`config.mk`:
```
export PLATFORM = sky130hd
export DESIGN_NAME = sv39_tlb
export DESIGN_NICKNAME = d
export VERILOG_FILES = /design/src/rtl/sv39_tlb.sv
export SDC_FILE = /design/constraint.sdc
export NUM_CORES = 1
export LEC_CHECK = 0
export ABC_AREA = 1
export BUFFER_PORTS_ARGS = -buffer_cell sky130_fd_sc_hd__clkbuf_2
export CORE_ASPECT_RATIO = 1.25
export CORE_MARGIN = 3
export CORE_UTILIZATION = 55
export DETAILED_ROUTE_END_ITERATION = 8
export PLACE_DENSITY_LB_ADDON = 0.05
export SYNTH_ARGS = -nofsm -noshare
export SYNTH_HDL_FRONTEND = slang
export SYNTH_SLANG_ARGS = --single-unit
export TNS_END_PERCENT = 100
```
`constraint.sdc`:
```
create_clock -name i_clk -period 5.3 [get_ports i_clk]
set_clock_uncertainty 0.2 [all_clocks]
set_input_delay 1.06 -clock i_clk [delete_from_list [all_inputs] [get_ports i_clk]]
set_output_delay 1.06 -clock i_clk [all_outputs]
set_load 0.005 [all_outputs]
```
`src/rtl/sv39_tlb.sv`:
```
// Fully-associative Sv39 TLB in front of the page-table walker.
// Caches 4KB/2MB/1GB leaves; hits answer in one cycle, misses walk then refill.
module sv39_tlb #(
    parameter int ENTRIES = 8,
    parameter int IDX_W   = 3
) (
    input  logic        i_clk,
    input  logic        i_rst_n,
    input  logic        i_flush,
    input  logic        i_req_valid,
    output logic        o_req_ready,
    input  logic [63:0] i_req_vaddr,
    output logic        o_resp_valid,
    output logic [63:0] o_resp_paddr,
    output logic        o_resp_fault,
    output logic        o_ptw_req_valid,
    input  logic        i_ptw_req_ready,
    output logic [26:0] o_ptw_req_vpn,
    input  logic        i_ptw_resp_valid,
    input  logic [43:0] i_ptw_resp_ppn,
    input  logic [1:0]  i_ptw_resp_level,
    input  logic        i_ptw_resp_fault
);

    typedef enum logic [1:0] {
        S_IDLE  = 2'd0,
        S_WREQ  = 2'd1,
        S_WRESP = 2'd2,
        S_RESP  = 2'd3
    } state_t;

    state_t             r_state;
    state_t             w_state_nxt;
    logic [ENTRIES-1:0] r_valid;
    logic [26:0]        r_vpn [ENTRIES];
    logic [43:0]        r_ppn [ENTRIES];
    logic [1:0]         r_lvl [ENTRIES];
    logic [IDX_W-1:0]   r_rr_ptr;
    logic [26:0]        r_ptw_vpn;
    logic [29:0]        r_vaddr_lo;
    logic [43:0]        r_w_ppn;
    logic [1:0]         r_w_lvl;
    logic               r_w_fault;
    logic               r_drop;
    logic               r_resp_valid;
    logic [63:0]        r_resp_paddr;
    logic               r_resp_fault;

    logic               w_accept;
    logic               w_hit;
    logic [63:0]        w_hit_paddr;
    logic               w_has_inv;
    logic [IDX_W-1:0]   w_inv_idx;
    logic [IDX_W-1:0]   w_victim;
    logic               w_walk_fault;
    logic               w_refill;
    logic               w_unused;

    // Level 0 = 1GB, 1 = 2MB, 2 = 4KB; level 3 is never stored.
    function automatic logic f_match(input logic [26:0] e_vpn, input logic [1:0] lvl,
                                     input logic [26:0] vpn);
        logic m;
        case (lvl)
            2'd0:    m = (e_vpn[26:18] == vpn[26:18]);
            2'd1:    m = (e_vpn[26:9] == vpn[26:9]);
            2'd2:    m = (e_vpn == vpn);
            default: m = 1'b0;
        endcase
        return m;
    endfunction

    function automatic logic [63:0] f_paddr(input logic [43:0] ppn, input logic [1:0] lvl,
                                            input logic [29:0] va);
        logic [63:0] pa;
        case (lvl)
            2'd0:    pa = {8'd0, ppn[43:18], va[29:0]};
            2'd1:    pa = {8'd0, ppn[43:9], va[20:0]};
            2'd2:    pa = {8'd0, ppn, va[11:0]};
            default: pa = 64'd0;
        endcase
        return pa;
    endfunction

    assign w_unused        = ^i_req_vaddr[63:39];
    assign o_req_ready     = i_rst_n && (r_state == S_IDLE) && !i_flush;
    assign w_accept        = o_req_ready && i_req_valid;
    assign o_ptw_req_valid = (r_state == S_WREQ);
    assign o_ptw_req_vpn   = r_ptw_vpn;
    assign o_resp_valid    = r_resp_valid;
    assign o_resp_paddr    = r_resp_paddr;
    assign o_resp_fault    = r_resp_fault;
    assign w_walk_fault    = r_w_fault || (r_w_lvl == 2'd3);
    assign w_refill        = (r_state == S_RESP) && !w_walk_fault && !r_drop && !i_flush;
    assign w_victim        = w_has_inv ? w_inv_idx : r_rr_ptr;

    // Associative lookup; at most one entry matches, so the results can be OR-combined.
    always_comb begin
        w_hit       = 1'b0;
        w_hit_paddr = 64'd0;
        for (int i = 0; i < ENTRIES; i++) begin
            if (r_valid[i] && f_match(r_vpn[i], r_lvl[i], i_req_vaddr[38:12])) begin
                w_hit       = 1'b1;
                w_hit_paddr = w_hit_paddr | f_paddr(r_ppn[i], r_lvl[i], i_req_vaddr[29:0]);
            end else begin
                w_hit_paddr = w_hit_paddr;
            end
        end
    end

    // Lowest-index invalid slot (scan downwards so the lowest index wins).
    always_comb begin
        w_has_inv = 1'b0;
        w_inv_idx = '0;
        for (int i = ENTRIES - 1; i >= 0; i--) begin
            if (!r_valid[i]) begin
                w_has_inv = 1'b1;
                w_inv_idx = IDX_W'(i);
            end else begin
                w_inv_idx = w_inv_idx;
            end
        end
    end

    // Next-state logic for the miss/walk sequencer.
    always_comb begin
        w_state_nxt = r_state;
        case (r_state)
            S_IDLE: begin
                if (w_accept && !w_hit) w_state_nxt = S_WREQ;
                else                    w_state_nxt = S_IDLE;
            end
            S_WREQ: begin
                if (i_ptw_req_ready) w_state_nxt = S_WRESP;
                else                 w_state_nxt = S_WREQ;
            end
            S_WRESP: begin
                if (i_ptw_resp_valid) w_state_nxt = S_RESP;
                else                  w_state_nxt = S_WRESP;
            end
            S_RESP:  w_state_nxt = S_IDLE;
            default: w_state_nxt = S_IDLE;
        endcase
    end

    // Control state, response registers, valid bits and replacement pointer.
    always_ff @(posedge i_clk) begin
        if (!i_rst_n) begin
            r_state      <= S_IDLE;
            r_valid      <= '0;
            r_rr_ptr     <= '0;
            r_ptw_vpn    <= 27'd0;
            r_vaddr_lo   <= 30'd0;
            r_w_ppn      <= 44'd0;
            r_w_lvl      <= 2'd0;
            r_w_fault    <= 1'b0;
            r_drop       <= 1'b0;
            r_resp_valid <= 1'b0;
            r_resp_paddr <= 64'd0;
            r_resp_fault <= 1'b0;
        end else begin
            r_state      <= w_state_nxt;
            r_resp_valid <= 1'b0;
            if (w_accept && w_hit) begin
                r_resp_valid <= 1'b1;
                r_resp_paddr <= w_hit_paddr;
                r_resp_fault <= 1'b0;
            end else if (r_state == S_RESP) begin
                r_resp_valid <= 1'b1;
                r_resp_paddr <= w_walk_fault ? 64'd0 : f_paddr(r_w_ppn, r_w_lvl, r_vaddr_lo);
                r_resp_fault <= w_walk_fault;
            end
            if (w_accept && !w_hit) begin
                r_ptw_vpn  <= i_req_vaddr[38:12];
                r_vaddr_lo <= i_req_vaddr[29:0];
            end
            if ((r_state == S_WRESP) && i_ptw_resp_valid) begin
                r_w_ppn   <= i_ptw_resp_ppn;
                r_w_lvl   <= i_ptw_resp_level;
                r_w_fault <= i_ptw_resp_fault;
            end
            // A flush seen anywhere during a walk makes that walk's result uncacheable.
            if (r_state == S_IDLE) r_drop <= 1'b0;
            else if (i_flush)      r_drop <= 1'b1;
            if (i_flush)       r_valid <= '0;
            else if (w_refill) r_valid[w_victim] <= 1'b1;
            if (w_refill && !w_has_inv) r_rr_ptr <= r_rr_ptr + IDX_W'(1);
        end
    end

    // Entry payload; only meaningful where the matching valid bit is set.
    always_ff @(posedge i_clk) begin
        if (w_refill) begin
            r_vpn[w_victim] <= r_ptw_vpn;
            r_ppn[w_victim] <= r_w_ppn;
            r_lvl[w_victim] <= r_w_lvl;
        end
    end

endmodule
```
======== Word-level counts from Yosys, hierarchy flattened ========
Memories as Yosys holds them, arrays and structs flattened.
Cells that the tools add are included.
word-level totals
  bits in registers ....................... 184
  bits in writable memories ............... 584
  word-level logic and storage cells ...... 182
  memories kept ........................... 3
memories
  memory  words  bits a word  rd ports  clocked after Yosys merged registers in  write ports  RTL line  text
  r_ppn   8      44           8         0                                        1            36        logic [43:0] r_ppn [ENTRIES];
  r_vpn   8      27           8         0                                        1            35        logic [26:0] r_vpn [ENTRIES];
  r_lvl   8      2            8         0                                        1            37        logic [1:0] r_lvl [ENTRIES];
cells by class
  $add $sub $neg .......................... 1
  $lt $le $gt $ge ......................... 2
  eq/ne operators ......................... 46
  muxes and demuxes ....................... 70
  bitwise operators ....................... 9
  reduce and logical (&&, ||, !) cells .... 39
operator list
  operator               count
  $pmux W56 S3           9
  $mux W64               18
  $or A64 B64 Y64        7
  $eq A27 B27 Y1         8
  $eq A18 B18 Y1         8
  $eq A9 B9 Y1           8
  $mux W3                9
  $eq A2 B2 Y1 const B   12
  $pmux W1 S3            8
  $mux W1                23
  $eq A2 B1 Y1 const B   10
  $logic_not A2 Y1       10
  $logic_and A1 B1 Y1    19
  $or A8 B8 Y8           1
  $pmux W2 S4            1
  $reduce_or A2 Y1       3
  $logic_not A1 Y1       5
  $lt A3 B4 Y1 const B   1
  $add A3 B1 Y3 const B  1
  $demux W1 S3           1
  $ge A3 B1 Y1 const B   1
  $mux W2                1
  $reduce_bool A2 Y1     1
  $logic_or A1 B1 Y1     1
  $not A1 Y1             1

======== Longest topological paths before layout ========
An unclocked memory read counts as a cell.
  word-level depth ........................ 20
  mapped depth ............................ 20

======== Worst setup path before layout ========
No wires, ideal clock.
  kind .................................... input to register
  from .................................... in i_flush
  to ...................................... mem r_lvl[6][0] (enable)
  arrival ................................. 4.582 ns
  required time ........................... 4.594 ns
  slack ................................... 0.012 ns
  stages .................................. 5
  path through ............................ nor2_1 nand2_1 nor2_1 nand2_1 nor2_1
on the way
  longest elaborated chain between the ends .. 4
ends and longest elaborated chain
  item                           RTL line  text
  start: declaration             9         input logic i_flush,
  $logic_not A1 Y1               93        assign w_refill = (r_state == S_RESP) && !w_walk_fault && !r_drop && !i_flush;
  $logic_and A1 B1 Y1            93
  $mux W1                        192       if (w_refill) begin
  $mux W1 (not written as such)  195       r_lvl[w_victim] <= r_w_lvl;
  end: declaration               37
Every way passes these cells.

==> impl_metrics.ini <==
[run_status]
run_status = finished, final reports clean

[synth]
ys_async_sr_fraction_pct = 0
yosys.area_share.adder_pct = 0.03781
post-synth-top-area-cell = sky130_fd_sc_hd__edfxtp_1
syn_area_per_cell_um2 = 9.603
yosys-top-cells-count = sky130_fd_sc_hd__nand2_1 (836), sky130_fd_sc_hd__edfxtp_1 (584), sky130_fd_sc_hd__nand3_1 (471)
synth_xor_area_share_pct = 1.826
muxShareOfSynthArea_pct = 0
synth_top_family_by_area = simple AND/OR/NAND/NOR gates
synth_top_flop_cell = sky130_fd_sc_hd__edfxtp_1
synth_area_um2 = 33090
yosys.cell_count.top_type = sky130_fd_sc_hd__nand2_1
number_of_synthesized_register_bits = 742
yosysTopAreaCellShare_pct = 52.99
yosysSeqAreaShare_pct = 62.55
cell_types_with_the_largest_area_share_after_synthesis = sky130_fd_sc_hd__edfxtp_1 (53%), sky130_fd_sc_hd__dfxtp_1 (9.6%), sky130_fd_sc_hd__nand2_1 (9.5%)
yosys.cell_types.count = 46
netlist_instances = 3446
count_of_flip_flops_with_a_built_in_enable_after_synthesis = 584
synth.yosys.warnings = 0
synth_compound_gate_area_share_pct = 6.617
synth_simple_gate_area_share_pct = 21.52

[grt]
first_pass_grt_wire_length_um = 148600
largest_net_degree_at_the_start_of_global_routing = 76
antenna_violations_before_repair = 1
global_route.usage.total_pct = 31.47
first_global_vias = 24620
overflow = 0

[cts]
cts_setup_buffers = 0
worst_setup_hold_path_clk_slew_ns = 0.06
clock_sink_count = 742
numCtsBuffers = 74
tritoncts = done
holdBufCountCts = 0
cts_resized = 0
cts.root.buffer_cell = sky130_fd_sc_hd__clkbuf_16
clkLatencyLatePin_ns = 0.61
cts_max_level = 3
max-clock-path-buffers = 3

[power]
static_leakage_nw = 15.00
netSwitchingFraction_pct = 21.37
p_int_mw = 9.348
share_comb_of_total_power_pct = 3.1
vdd_drop_max_v = 0.0002952
clock_power_share_pct = 43.7
cellPowerDensity_nw_per_um2 = 323.3
p_seq_share_pct = 53.2
p_sw_mw = 2.541

[timing]
setup-violations-final = 0
max_clock_freq_ghz = 0.2514
final.hold.worst_slack_ns = 0.2445
drv_slew = 0
min_period_over_period_pct = 75.05
timing.slew.headroom_pct = 28.99
final_critical_period_ns = 3.978
total_negative_slack_ns = 0
grt_setup_unrepaired = false
worst_slew_pin_slew_ns = 1.064
finalHoldViolations = 0

[layout]
utilization_after_layout_pct = 62.37
nNetsFinal = 3682
fillerInstances = 4853
layout-drive-gt1-share_pct = 11.92
areaGrowthSynthToFinish_pct = 11.12
antenna-diode-count = 0

[routing]
drt-vias-per-instance = 5.810
route.detailed.drc = 0
detailedRoute.firstPassIterationCount = 6
vias = 25460
drt_iter0_drc = 2840
route.detailed.wl_per_inst_um = 22.86
finalWirelength_um = 100100
detail-route-antenna-nets = 0

[floorplan]
std_cell_rows = 99
io_pins = 212
fp.dieArea_um2 = 63160
floorplan.die.height_um = 280.2
starting_density_pct = 56.12
die_w_um = 225.4
core_area_um2 = 58960

[setup_path]
critical_path_class = register to register
timing.critical_path.from_type = register
worstSetupEndpointType = register
cp.arrival_ns = 4.28
timing.critical_path.fanout_max = 31
worst-endpoint-required_ns = 5.60
reg2regPathDepth = 16

[placed_design]
finalWeightedCongestion = 0.9133
numPortBuffers = 178
hpwl_um = 59370

[min_path]
min_path_cells = 2
worstHoldPathType = register to register

[run]
cap_viol_max_count = 0
cells by family after synthesis:
group,count (synthesis)
AND/OR/NAND/NOR,1658
flip-flops,742
buffers and inverters,557
AO/OA/AOI/OAI,418
XOR/XNOR,69
adder cells (fa/ha/maj),1
other,1
cell usage in the layout (no fill, tap or decap), types with 4 or more instances in the layout:
cell,n
sky130_fd_sc_hd__a21oi_1,116
sky130_fd_sc_hd__a22oi_1,17
sky130_fd_sc_hd__buf_12,5
sky130_fd_sc_hd__buf_4,45
sky130_fd_sc_hd__bufinv_16,4
sky130_fd_sc_hd__clkbuf_1,15
sky130_fd_sc_hd__clkbuf_16,77
sky130_fd_sc_hd__clkbuf_2,177
sky130_fd_sc_hd__clkbuf_8,8
sky130_fd_sc_hd__clkinv_1,10
sky130_fd_sc_hd__clkinv_2,21
sky130_fd_sc_hd__conb_1,8
sky130_fd_sc_hd__dfxtp_1,158
sky130_fd_sc_hd__edfxtp_1,584
sky130_fd_sc_hd__inv_1,328
sky130_fd_sc_hd__inv_2,30
sky130_fd_sc_hd__inv_4,4
sky130_fd_sc_hd__nand2_1,835
sky130_fd_sc_hd__nand2_2,16
sky130_fd_sc_hd__nand3_1,470
sky130_fd_sc_hd__nand3_2,11
sky130_fd_sc_hd__nand4_1,17
sky130_fd_sc_hd__nor2_1,270
sky130_fd_sc_hd__nor2_2,4
sky130_fd_sc_hd__nor2_4,16
sky130_fd_sc_hd__nor3_1,5
sky130_fd_sc_hd__o21ai_0,247
sky130_fd_sc_hd__o21ai_1,10
sky130_fd_sc_hd__o22ai_1,18
sky130_fd_sc_hd__or2_1,4
sky130_fd_sc_hd__xnor2_1,47
sky130_fd_sc_hd__xor2_1,22
registers in the layout, summed over array words and instances (netlist names), named ones only:
| signal | count |
|---|---|
| r_w_ppn | 44 |
| o_resp_valid | 1 |
| r_state | 1 |
| o_resp_fault | 1 |
| r_lvl | 16 |
| r_rr_ptr | 3 |
| r_vaddr_lo | 12 |
| r_vpn | 216 |
| o_ptw_req_vpn | 27 |
| r_ppn | 352 |
| r_w_fault | 1 |
| r_drop | 1 |
| o_resp_paddr | 56 |
| r_w_lvl | 2 |
| r_valid | 8 |
stage by stage:
| step | std cells | total power, mW | setup slack (ns) | area [um2] |
|---|---|---|---|---|
| final | 4381 | 11.89 | 1.322 | 36770 |
| after global routing | 4381 | 12.21 | 1.248 | 36770 |
| after CTS | 4381 | 11.92 | 1.504 | 36770 |
| after detailed placement | 4245 | 6.810 | 0.9518 | 34390 |
| after global placement | 4245 | 6.802 | 0.9931 | 34390 |
| after floorplan | 3453 | 6.664 | 0.01238 | 33120 |
cell type report:
type	count	area, um2	share of cell area (%)
timing repair buffer	227	1324	3.600
multi-input combinational	2154	10040	27.32
inverter	365	1375	3.739
clock inverter	36	289.0	0.7860
sequential	742	20700	56.29
tap	757	947.2	2.576
clock buffer	100	2093	5.692
per-layer routing:
layer | up-vias | GRT usage [%] | wire length, um
met5 | - | 0 | 15
met4 | 2 | 13.89 | 4168
met3 | 268 | 4.918 | 8847
met2 | 1299 | 52.99 | 48630
met1 | 12180 | 40.52 | 38480
li1 | 11710 | - | -
power by group through the flow:
stage	logic [mW]	registers [mW]	clock network, mW
after floorplan	0.244	6.42	0
after global placement	0.355	6.45	0
after detailed placement	0.361	6.45	0
after CTS	0.363	6.32	5.23
after global routing	0.400	6.33	5.48
final	0.364	6.32	5.20
worst paths after layout:
path | from | end | slack (ns)
worst max-delay path | r_lvl[5][1] | o_resp_paddr[44] | 1.32
worst min-delay path | r_vaddr_lo[2] | r_vaddr_lo[2] | 0.24
worst max register to register | r_lvl[5][1] | o_resp_paddr[44] | 1.32
worst min register to register | r_vaddr_lo[2] | r_vaddr_lo[2] | 0.24
worst max-delay path: stages, from the launching register on:
cell and delay [ns]:
sky130_fd_sc_hd__edfxtp_1 0.76, sky130_fd_sc_hd__inv_1 0.18, sky130_fd_sc_hd__nor2_2 0.63, sky130_fd_sc_hd__o211ai_1 0.18
sky130_fd_sc_hd__nor2_1 0.21, sky130_fd_sc_hd__nand3_2 0.15, sky130_fd_sc_hd__nand2_2 0.10, sky130_fd_sc_hd__nand2_2 0.07
sky130_fd_sc_hd__nand2_4 0.08, sky130_fd_sc_hd__nor2_8 0.04, sky130_fd_sc_hd__nand2_8 0.21, sky130_fd_sc_hd__nand2_4 0.36
sky130_fd_sc_hd__buf_12 0.34, sky130_fd_sc_hd__nand3_1 0.09, sky130_fd_sc_hd__nand3_1 0.08, sky130_fd_sc_hd__nand2_1 0.07
sky130_fd_sc_hd__inv_1 0.05
(Power assumes the default switching activity.)
